### src/rtl/trigger_pulse_gen_usb_pkg.sv
// Shared definitions for the USB trigger pulse generator: default counter
// widths (also used by the register block) and the FSM state encoding.
package trigger_pulse_gen_usb_pkg;

    localparam int DEF_DELAY_WIDTH = 20;
    localparam int DEF_PULSE_WIDTH = 17;
    localparam int DEF_NUM_WIDTH   = 8;

    typedef enum logic [2:0] {
        ST_IDLE  = 3'd0,
        ST_ARMED = 3'd1,
        ST_DELAY = 3'd2,
        ST_PULSE = 3'd3,
        ST_GAP   = 3'd4
    } state_t;

endpackage

### src/rtl/trigger_pulse_gen_usb_if.sv
// Control/config inputs and trigger/status outputs of the pulse generator.
// slave = generator side, master = register block / matcher side.
interface trigger_pulse_gen_usb_if
    import trigger_pulse_gen_usb_pkg::*;
#(
    parameter int pDELAY_WIDTH = DEF_DELAY_WIDTH,
    parameter int pPULSE_WIDTH = DEF_PULSE_WIDTH,
    parameter int pNUM_WIDTH   = DEF_NUM_WIDTH
);
    logic                    arm;
    logic                    match_trigger;
    logic [pDELAY_WIDTH-1:0] delay;
    logic [pPULSE_WIDTH-1:0] width;
    logic [pDELAY_WIDTH-1:0] gap;
    logic [pNUM_WIDTH-1:0]   num_pulses;
    logic                    trigger;
    logic                    armed;
    logic                    busy;
    logic                    done;

    modport master (
        output arm, match_trigger, delay, width, gap, num_pulses,
        input  trigger, armed, busy, done
    );

    modport slave (
        input  arm, match_trigger, delay, width, gap, num_pulses,
        output trigger, armed, busy, done
    );
endinterface

### src/rtl/trigger_pulse_gen_usb_cnt.sv
// Loadable down-counter timing the delay, pulse-high and gap phases.
// Stops at zero; the FSM acts on is_one so a phase lasts exactly the loaded count.
module trigger_pulse_gen_usb_cnt #(
    parameter int W = 20
) (
    input  logic         clk,
    input  logic         rst,
    input  logic         load,
    input  logic         dec,
    input  logic [W-1:0] val,
    output logic         is_one
);
    logic [W-1:0] count;

    always_ff @(posedge clk or posedge rst) begin
        if (rst) begin
            count <= '0;
        end else if (load) begin
            count <= val;
        end else if (dec && count != '0) begin
            count <= count - W'(1);
        end
    end

    assign is_one = (count == W'(1));
endmodule

### src/rtl/trigger_pulse_gen_usb.sv
// Turns a single-cycle match pulse into a delayed, width-controlled, optionally
// repeated trigger train. One train per arm rising edge; arm low aborts.
module trigger_pulse_gen_usb
    import trigger_pulse_gen_usb_pkg::*;
#(
    parameter int pDELAY_WIDTH = DEF_DELAY_WIDTH,
    parameter int pPULSE_WIDTH = DEF_PULSE_WIDTH,
    parameter int pNUM_WIDTH   = DEF_NUM_WIDTH
) (
    input  logic                   trigger_clk,
    input  logic                   reset_i,
    trigger_pulse_gen_usb_if.slave bus
);
    localparam int CW = (pDELAY_WIDTH > pPULSE_WIDTH) ? pDELAY_WIDTH : pPULSE_WIDTH;

    state_t                  state, state_nxt;
    logic                    arm_r, arm_edge;
    logic [pPULSE_WIDTH-1:0] width_q, width_cl;
    logic [pDELAY_WIDTH-1:0] gap_q, gap_cl;
    logic [pNUM_WIDTH-1:0]   left_q, num_cl;
    logic                    cnt_load, cnt_dec, cnt_one;
    logic [CW-1:0]           cnt_val;
    logic                    latch_en, left_dec, done_nxt;
    logic                    trig_q, armed_q, busy_q, done_q;

    assign arm_edge = bus.arm & ~arm_r;
    assign width_cl = (bus.width == '0)      ? pPULSE_WIDTH'(1) : bus.width;
    assign gap_cl   = (bus.gap == '0)        ? pDELAY_WIDTH'(1) : bus.gap;
    assign num_cl   = (bus.num_pulses == '0) ? pNUM_WIDTH'(1)   : bus.num_pulses;

    trigger_pulse_gen_usb_cnt #(.W(CW)) u_cnt (
        .clk    (trigger_clk),
        .rst    (reset_i),
        .load   (cnt_load),
        .dec    (cnt_dec),
        .val    (cnt_val),
        .is_one (cnt_one)
    );

    always_ff @(posedge trigger_clk or posedge reset_i) begin
        if (reset_i) state <= ST_IDLE;
        else         state <= state_nxt;
    end

    always_comb begin
        state_nxt = state;
        cnt_load  = 1'b0;
        cnt_dec   = 1'b0;
        cnt_val   = '0;
        latch_en  = 1'b0;
        left_dec  = 1'b0;
        done_nxt  = 1'b0;
        case (state)
            ST_IDLE: begin
                // a match coinciding with the arm edge is deliberately dropped
                if (arm_edge) state_nxt = ST_ARMED;
            end
            ST_ARMED: begin
                if (!bus.arm) begin
                    state_nxt = ST_IDLE;
                end else if (bus.match_trigger) begin
                    latch_en = 1'b1;
                    cnt_load = 1'b1;
                    if (bus.delay == '0) begin
                        state_nxt = ST_PULSE;
                        cnt_val   = CW'(width_cl);
                    end else begin
                        state_nxt = ST_DELAY;
                        cnt_val   = CW'(bus.delay);
                    end
                end
            end
            ST_DELAY: begin
                if (!bus.arm) begin
                    state_nxt = ST_IDLE;
                end else if (cnt_one) begin
                    state_nxt = ST_PULSE;
                    cnt_load  = 1'b1;
                    cnt_val   = CW'(width_q);
                end else begin
                    cnt_dec = 1'b1;
                end
            end
            ST_PULSE: begin
                if (!bus.arm) begin
                    state_nxt = ST_IDLE;
                end else if (cnt_one) begin
                    if (left_q > pNUM_WIDTH'(1)) begin
                        state_nxt = ST_GAP;
                        cnt_load  = 1'b1;
                        cnt_val   = CW'(gap_q);
                        left_dec  = 1'b1;
                    end else begin
                        state_nxt = ST_IDLE;
                        done_nxt  = 1'b1;
                    end
                end else begin
                    cnt_dec = 1'b1;
                end
            end
            ST_GAP: begin
                if (!bus.arm) begin
                    state_nxt = ST_IDLE;
                end else if (cnt_one) begin
                    state_nxt = ST_PULSE;
                    cnt_load  = 1'b1;
                    cnt_val   = CW'(width_q);
                end else begin
                    cnt_dec = 1'b1;
                end
            end
            default: state_nxt = ST_IDLE;
        endcase
    end

    // Config is captured once at match; later input changes never reach the train.
    always_ff @(posedge trigger_clk or posedge reset_i) begin
        if (reset_i) begin
            arm_r   <= 1'b0;
            width_q <= '0;
            gap_q   <= '0;
            left_q  <= '0;
            trig_q  <= 1'b0;
            armed_q <= 1'b0;
            busy_q  <= 1'b0;
            done_q  <= 1'b0;
        end else begin
            arm_r <= bus.arm;
            if (latch_en) begin
                width_q <= width_cl;
                gap_q   <= gap_cl;
                left_q  <= num_cl;
            end else if (left_dec) begin
                left_q <= left_q - pNUM_WIDTH'(1);
            end
            trig_q  <= (state_nxt == ST_PULSE);
            armed_q <= (state_nxt == ST_ARMED);
            busy_q  <= (state_nxt inside {ST_DELAY, ST_PULSE, ST_GAP});
            done_q  <= done_nxt;
        end
    end

    assign bus.trigger = trig_q;
    assign bus.armed   = armed_q;
    assign bus.busy    = busy_q;
    assign bus.done    = done_q;
endmodule

### src/flat_wrapper.sv
// flat-port wrapper written by rule: the top's interface ports become plain ports
module trigger_pulse_gen_usb_flat import trigger_pulse_gen_usb_pkg::*;
#(
    parameter int pDELAY_WIDTH = DEF_DELAY_WIDTH,
    parameter int pPULSE_WIDTH = DEF_PULSE_WIDTH,
    parameter int pNUM_WIDTH   = DEF_NUM_WIDTH
)
  (trigger_clk, reset_i, bus_arm, bus_match_trigger, bus_delay, bus_width, bus_gap, bus_num_pulses, bus_trigger, bus_armed, bus_busy, bus_done);
  trigger_pulse_gen_usb_if #(.pDELAY_WIDTH(pDELAY_WIDTH), .pPULSE_WIDTH(pPULSE_WIDTH), .pNUM_WIDTH(pNUM_WIDTH)) bus_i ();
  input  logic trigger_clk;
  input  logic reset_i;
  input wire logic [$bits(bus_i.arm)-1:0] bus_arm;
  input wire logic [$bits(bus_i.match_trigger)-1:0] bus_match_trigger;
  input wire logic [$bits(bus_i.delay)-1:0] bus_delay;
  input wire logic [$bits(bus_i.width)-1:0] bus_width;
  input wire logic [$bits(bus_i.gap)-1:0] bus_gap;
  input wire logic [$bits(bus_i.num_pulses)-1:0] bus_num_pulses;
  output wire logic [$bits(bus_i.trigger)-1:0] bus_trigger;
  output wire logic [$bits(bus_i.armed)-1:0] bus_armed;
  output wire logic [$bits(bus_i.busy)-1:0] bus_busy;
  output wire logic [$bits(bus_i.done)-1:0] bus_done;
  assign bus_i.arm = bus_arm;
  assign bus_i.match_trigger = bus_match_trigger;
  assign bus_i.delay = bus_delay;
  assign bus_i.width = bus_width;
  assign bus_i.gap = bus_gap;
  assign bus_i.num_pulses = bus_num_pulses;
  assign bus_trigger = bus_i.trigger;
  assign bus_armed = bus_i.armed;
  assign bus_busy = bus_i.busy;
  assign bus_done = bus_i.done;
  trigger_pulse_gen_usb #(.pDELAY_WIDTH(pDELAY_WIDTH), .pPULSE_WIDTH(pPULSE_WIDTH), .pNUM_WIDTH(pNUM_WIDTH)) u_core (.trigger_clk(trigger_clk), .reset_i(reset_i), .bus(bus_i));
endmodule
### config.mk
export PLATFORM = sky130hd
export DESIGN_NAME = trigger_pulse_gen_usb_flat
export DESIGN_NICKNAME = d
export VERILOG_FILES = /design/src/rtl/trigger_pulse_gen_usb_pkg.sv /design/src/rtl/trigger_pulse_gen_usb_if.sv /design/src/rtl/trigger_pulse_gen_usb_cnt.sv /design/src/rtl/trigger_pulse_gen_usb.sv /design/src/flat_wrapper.sv
export SDC_FILE = /design/constraint.sdc
export NUM_CORES = 1
export LEC_CHECK = 0
export ABC_CLOCK_PERIOD_IN_PS = 2500
export CORE_MARGIN = 5
export CORE_UTILIZATION = 48
export CTS_CLUSTER_DIAMETER = 80
export DETAILED_ROUTE_END_ITERATION = 12
export GPL_TIMING_DRIVEN = 0
export PLACE_DENSITY = 0.79
export SYNTH_ARGS = -nofsm -noshare
export SYNTH_HDL_FRONTEND = slang
export SYNTH_SLANG_ARGS = --single-unit
export TNS_END_PERCENT = 1
### constraint.sdc
create_clock -name trigger_clk -period 2.5 [get_ports trigger_clk]
set_clock_uncertainty 0.2 [all_clocks]
set_input_delay 0.5 -clock trigger_clk [delete_from_list [all_inputs] [get_ports trigger_clk]]
set_output_delay 0.5 -clock trigger_clk [all_outputs]
set_load 0.02 [all_outputs]
== Word-level counts from Yosys, hierarchy flattened ==
Index checks and enable logic that the tools add are counted.

* Flip-flop bits (word level): 73
* Word-level logic and storage cells: 79
* Output and inout port bits: 4
* Bits of input ports: 69

* Reduce and logical (&&, ||, !) cells: 12
* Bitwise operators: 2
* Add/sub/neg operators: 2
* Equal/unequal tests: 9
* Order comparisons: 1
* Muxes and demuxes: 43

{| class="wikitable"
|+ Operators by type and width
! operator !! count
|-
| $mux W20 || 10
|-
| $pmux W20 S3 || 1
|-
| $logic_not A20 Y1 || 2
|-
| $mux W17 || 2
|-
| $mux W3 || 8
|-
| $mux W8 || 3
|-
| $eq A20 B1 Y1 const B || 1
|-
| $reduce_bool A20 Y1 || 1
|-
| $sub A20 B1 Y20 const B || 1
|-
| $logic_not A17 Y1 || 1
|-
| $mux W1 || 17
|-
| $eq A3 B2 Y1 const B || 4
|-
| $pmux W3 S4 || 1
|-
| $gt A8 B1 Y1 const B || 1
|-
| $logic_not A8 Y1 || 1
|-
| $sub A8 B1 Y8 const B || 1
|-
| $eq A3 B1 Y1 const B || 2
|-
| $eq A3 B3 Y1 const B || 2
|-
| $reduce_bool A2 Y1 || 2
|-
| $logic_not A3 Y1 || 1
|-
| $pmux W1 S3 || 1
|-
| $reduce_bool A3 Y1 || 1
|-
| $reduce_or A3 Y1 || 1
|-
| $reduce_or A2 Y1 || 1
|-
| other kinds (3) || 3
|}

== Depth between registers and ports, before layout ==
* Depth after elaboration: 7
* Gate-level depth with buffers: 10
* Mapped depth without buffers: 8

== By module ==
A second synthesis with hierarchy kept.

* Cells, all modules: 519
* Area total of the unflattened synthesis: 4275.4 um^2

{| class="wikitable"
|+ Modules (own cells, without submodules)
! module !! instances !! seq. area each (um^2) !! cells an instance !! area an instance (um^2)
|-
| trigger_pulse_gen_usb || 1 || 1326.3 || 345 || 2859.0
|-
| trigger_pulse_gen_usb_cnt || 1 || 500.5 || 174 || 1416.4
|}

== Worst setup path after synthesis ==
Ideal clock, no wire load.

* Path kind: reg2reg
* Start point: register u_core.u_cnt.count[0]
* End point: register u_core.u_cnt.count[5]
* Path slack: 106 ps
* Data arrival time: 2070 ps
* Period minus slack after synthesis: 2394 ps
* Stages on the path, launching flop included: 9
* Required time: 2176 ps
* Setup time: 124 ps
* Buffers on the path: 0
* Path through: dfrtp_1 > inv_1 > ha_1 > nor2_1 > nor4_4 > a21o_2 > or4_1 > xnor2_1 > a211o_2

* Longest elaborated chain between the ends: 6
* Elaborated cells on any way between the ends: 20
* Those cells by class: add/sub (1); eq/ne (1); mux (15); reduce/logical (3)

{| class="wikitable"
|+ Ends and longest elaborated chain
! element !! RTL line !! RTL
|-
| from (decl) || trigger_pulse_gen_usb_cnt.sv:13 || <nowiki>logic [W-1:0] count;</nowiki>
|-
| from (signal assigned) || trigger_pulse_gen_usb_cnt.sv:19 || <nowiki>count <= val;</nowiki>
|-
| from (signal assigned) || trigger_pulse_gen_usb_cnt.sv:21 || <nowiki>count <= count - W'(1);</nowiki>
|-
| parallel branches: the longest is 6 deep, another holds $sub A20 B1 Y20 || - ||
|}

Parallel ways; which one is timed is not known. The select of a mux whose other input is x is not followed.
A chain may end at the register's enable or synchronous reset.

== Worst setup path after layout ==
* Start point: register u_core.u_cnt.count[16]
* End point: register u_core.left_q[3]

* Longest elaborated chain between the ends: 5

{| class="wikitable"
|+ Ends and longest elaborated chain
! element !! RTL line !! RTL
|-
| $eq A20 B1 Y1 || trigger_pulse_gen_usb_cnt.sv:25 || <nowiki>assign is_one = (count == W'(1));</nowiki>
|-
| $mux W1 || trigger_pulse_gen_usb.sv:87 || <nowiki>end else if (cnt_one) begin</nowiki>
|-
| $mux W1 || trigger_pulse_gen_usb.sv:85 || <nowiki>if (!bus.arm) begin</nowiki>
|-
| $mux W1 || trigger_pulse_gen_usb.sv:53 || <nowiki>case (state)</nowiki>
|-
| $reduce_bool A2 Y1 (no source line) || - ||
|-
| to (signal assigned) || trigger_pulse_gen_usb.sv:132 || <nowiki>left_q <= num_cl;</nowiki>
|-
| to (signal assigned) || trigger_pulse_gen_usb.sv:134 || <nowiki>left_q <= left_q - pNUM_WIDTH'(1);</nowiki>
|-
| to (decl) || trigger_pulse_gen_usb.sv:20 || <nowiki>logic [pNUM_WIDTH-1:0] left_q, num_cl;</nowiki>
|}

Every way passes these cells.

==> results.yml <==
cells_and_area:
  area_growth_pct: 35.3
  n_antenna_cell: 0
  final_cell_mix: "nand2_1, clkdlybuf4s50_1, dfrtp_1, nor2_1, buf_4"
  layout.nets: 642
  drive_above_1_share_pct: 17.5
  layout_commonest_cell: "nand2_1"
timing:
  rsz0062_at_grt: "yes"
  max_slew_margin_pct: 54.0
  fmax_ghz: 0.394
  drv_slew: 0
  setup_violations: 6
  fin_crit_sh_pct: 102
  fin_ws_ns: -0.0382
  hold_viol: 0
  min_period_ns: 2.54
  whs_ns: 0.282
  tightestPinTransition_ns: 0.689
  finalSetupTns_ns: -0.104
floorplanning:
  coreArea_um2: 8590
  die_h_um: 103
  fp.dieW_um: 103
  die-area_um2: 10600
  rows: 34
  io_pins: 73
  initial_utilization_pct: 48.4
placed_design:
  port_buffers: 72
  gp_congestion: 0.936
  dp_hpwl_mm: 9.64
  dp_slack_ns: -0.975
global_routing:
  grt_pass1_vias: 4052
  grt_util_all_layers_pct: 25.4
  grt_overflow: 0
  grt_pass1_wl_mm: 20.6
  grt_max_degree: 42
  antenna_found_initial: 0
pwr:
  max-vdd-ir-drop_uv: 514
  leakage_nw: 2.47
  p_per_area_nw_per_um2: 941
outcome:
  outcome: "finished, violations left"
  violations: "setup timing"
synth:
  syn_area_per_cell_um2: 8.83
  synth_ff_type: "dfrtp_1"
  ys_seq_area_share_pct: 43.9
  synth_edf_count: 0
  syn-num-nets: 545
  yosysWarningCount: 0
  synthCells: 471
  async_flop_share_pct: 100
  synth-seq-cells: 73
  yosysUniqueCellTypes: 72
  synth_area_um2: 4160
clocking:
  path_clk_slew_ns: 0.08
  cts_made_buffers: 9
  cts_tree: "done"
  ctsHoldBuffers: 0
  cts_sinks: 73
  htree_levels: 3
  cts-root-buf: "clkbuf_8"
  clockBufferDepth: 2
  insertion_delay_ns: 0.36
critical_path:
  rr_startpoint: "u_core.u_cnt.count[16]"
  r2r-end: "u_core.left_q[3]"
  reg2reg_depth: 7
  crit_start: "u_core.u_cnt.count[16]"
  criticalPathCategory: "register to register"
  worstPathRequired_ns: 2.58
  arrival_ns: 2.62
  cp-start-kind: "register"
  crit_path_end: "u_core.left_q[3]"
  rrSetupSlack_ns: -0.04
  cp-end-kind: "register"
  cp_max_fo: 10
routing:
  ant_nets: 0
  drt_first_pass_iters: 6
  drc: 0
  vias: 4133
  wire_per_inst_um: 19.2
  drt-initial-drc-count: 407
  drt-total-wl_mm: 13.1
  via_per_inst: 6.08
hold_path:
  hold_class: "register to register"
  holdPathStages: 2
job:
  maxCapViolations: 0
logic make-up (layout without fill, tap and decap cells):
family	count (synthesis)	in the layout	synth area share (%)
AOI/OAI and AO/OA	97	97	17.6
muxes	4	4	0.993
xor gates and xnor gates	10	10	2.11
and+or+nand+nor	249	249	29.7
DFF	73	73	43.9
buffers and inverters	33	134	4.18
adders and majority gates	5	5	1.50
timing repair:
action / CTS / global route
resized for setup: 28 / 32
setup endpoints to repair: 67 / 56
setup buffers: 14 / 0
endpoints found under the hold margin: 0 / 0
pin swaps: 13 / 8
critical path, stage by stage (launching register included):
cell and delay (ns):
dfrtp_1 0.40, or4_4 0.59, nand4bb_4 0.30, nor3_4 0.20
buf_6 0.21, nor2_1 0.09, a211o_2 0.31, a21oi_1 0.16
sequential cells by signal, summed over array words and instances (netlist names):
register,cells
u_core.width_q,17
u_core.u_cnt.count,20
u_core.state,3
u_core.arm_r,1
u_core.left_q,8
u_core.bus.armed,1
u_core.bus.busy,1
u_core.bus.trigger,1
u_core.bus.done,1
u_core.gap_q,20
metrics by stage:
stage	cell area, um^2	util [%]	total power [mW]	instances
after floorplan	4160	-	3.19	471
after global placement	5020	58.4	3.67	651
after detailed placement	5040	58.6	3.76	652
after CTS	5510	64.1	5.16	680
after global routing	5630	65.5	5.61	680
final	5630	65.5	5.30	680
cell usage after synthesis (all sizes together) (4+ instances only):
| master | instances | share of area (%) |
|---|---|---|
| and2 | 9 | 1.4 |
| a22oi | 7 | 1.3 |
| and3 | 4 | 0.63 |
| nor2 | 30 | 2.7 |
| nor4 | 17 | 3.6 |
| a211oi | 5 | 0.90 |
| nand3 | 11 | 1.3 |
| nand2 | 130 | 12 |
| inv | 13 | 1.2 |
| clkbuf | 10 | 0.90 |
| or4 | 7 | 1.4 |
| nor2b | 4 | 0.60 |
| dfrtp | 73 | 44 |
| xnor2 | 9 | 1.9 |
| a21oi | 15 | 1.9 |
| o21ai | 15 | 1.8 |
| nor3 | 15 | 1.9 |
| a211o | 9 | 2.1 |
| ha | 5 | 1.5 |
| a22o | 7 | 1.5 |
| a31oi | 6 | 0.90 |
| buf | 10 | 2.1 |
| nand4 | 4 | 0.60 |
report_power, final:
part / internal [mW] / switching [mW]
Sequential: 1.70 / 0.503
Clock: 0.785 / 0.447
Combinational: 0.893 / 0.968
Total: 3.38 / 1.92
routing by layer:
layer | up-vias | global-route usage (%) | share of wire (%)
met5 | - | 0 | 0
met4 | 0 | 11.7 | 3.1
met3 | 32 | 3.52 | 6.6
met2 | 194 | 39.5 | 48
met1 | 2016 | 35.3 | 42
li1 | 1891 | - | -
how the worst min path moves through the flow:
stage	from	end	slack [ns]
after floorplan	u_core.gap_q[16]	u_core.gap_q[16]	0.25
after global placement	u_core.width_q[14]	u_core.width_q[14]	0.26
after detailed placement	u_core.width_q[12]	u_core.width_q[12]	0.26
after CTS	u_core.width_q[12]	u_core.width_q[12]	0.28
after global routing	u_core.gap_q[0]	u_core.gap_q[0]	0.31
final	u_core.width_q[5]	u_core.width_q[5]	0.28
cell type report:
cell class                      instances  area (um^2)
Clock inverter                          5          128
Tap cell                              108          135
Fill cell                             708         2970
Timing Repair Buffer                   87          858
Clock buffer                           10          138
Inverter                               13         52.6
Multi-Input combinational cell        365         2340
Sequential cell                        73         1830
Buffer                                 19          145
(Power assumes the default switching activity.)
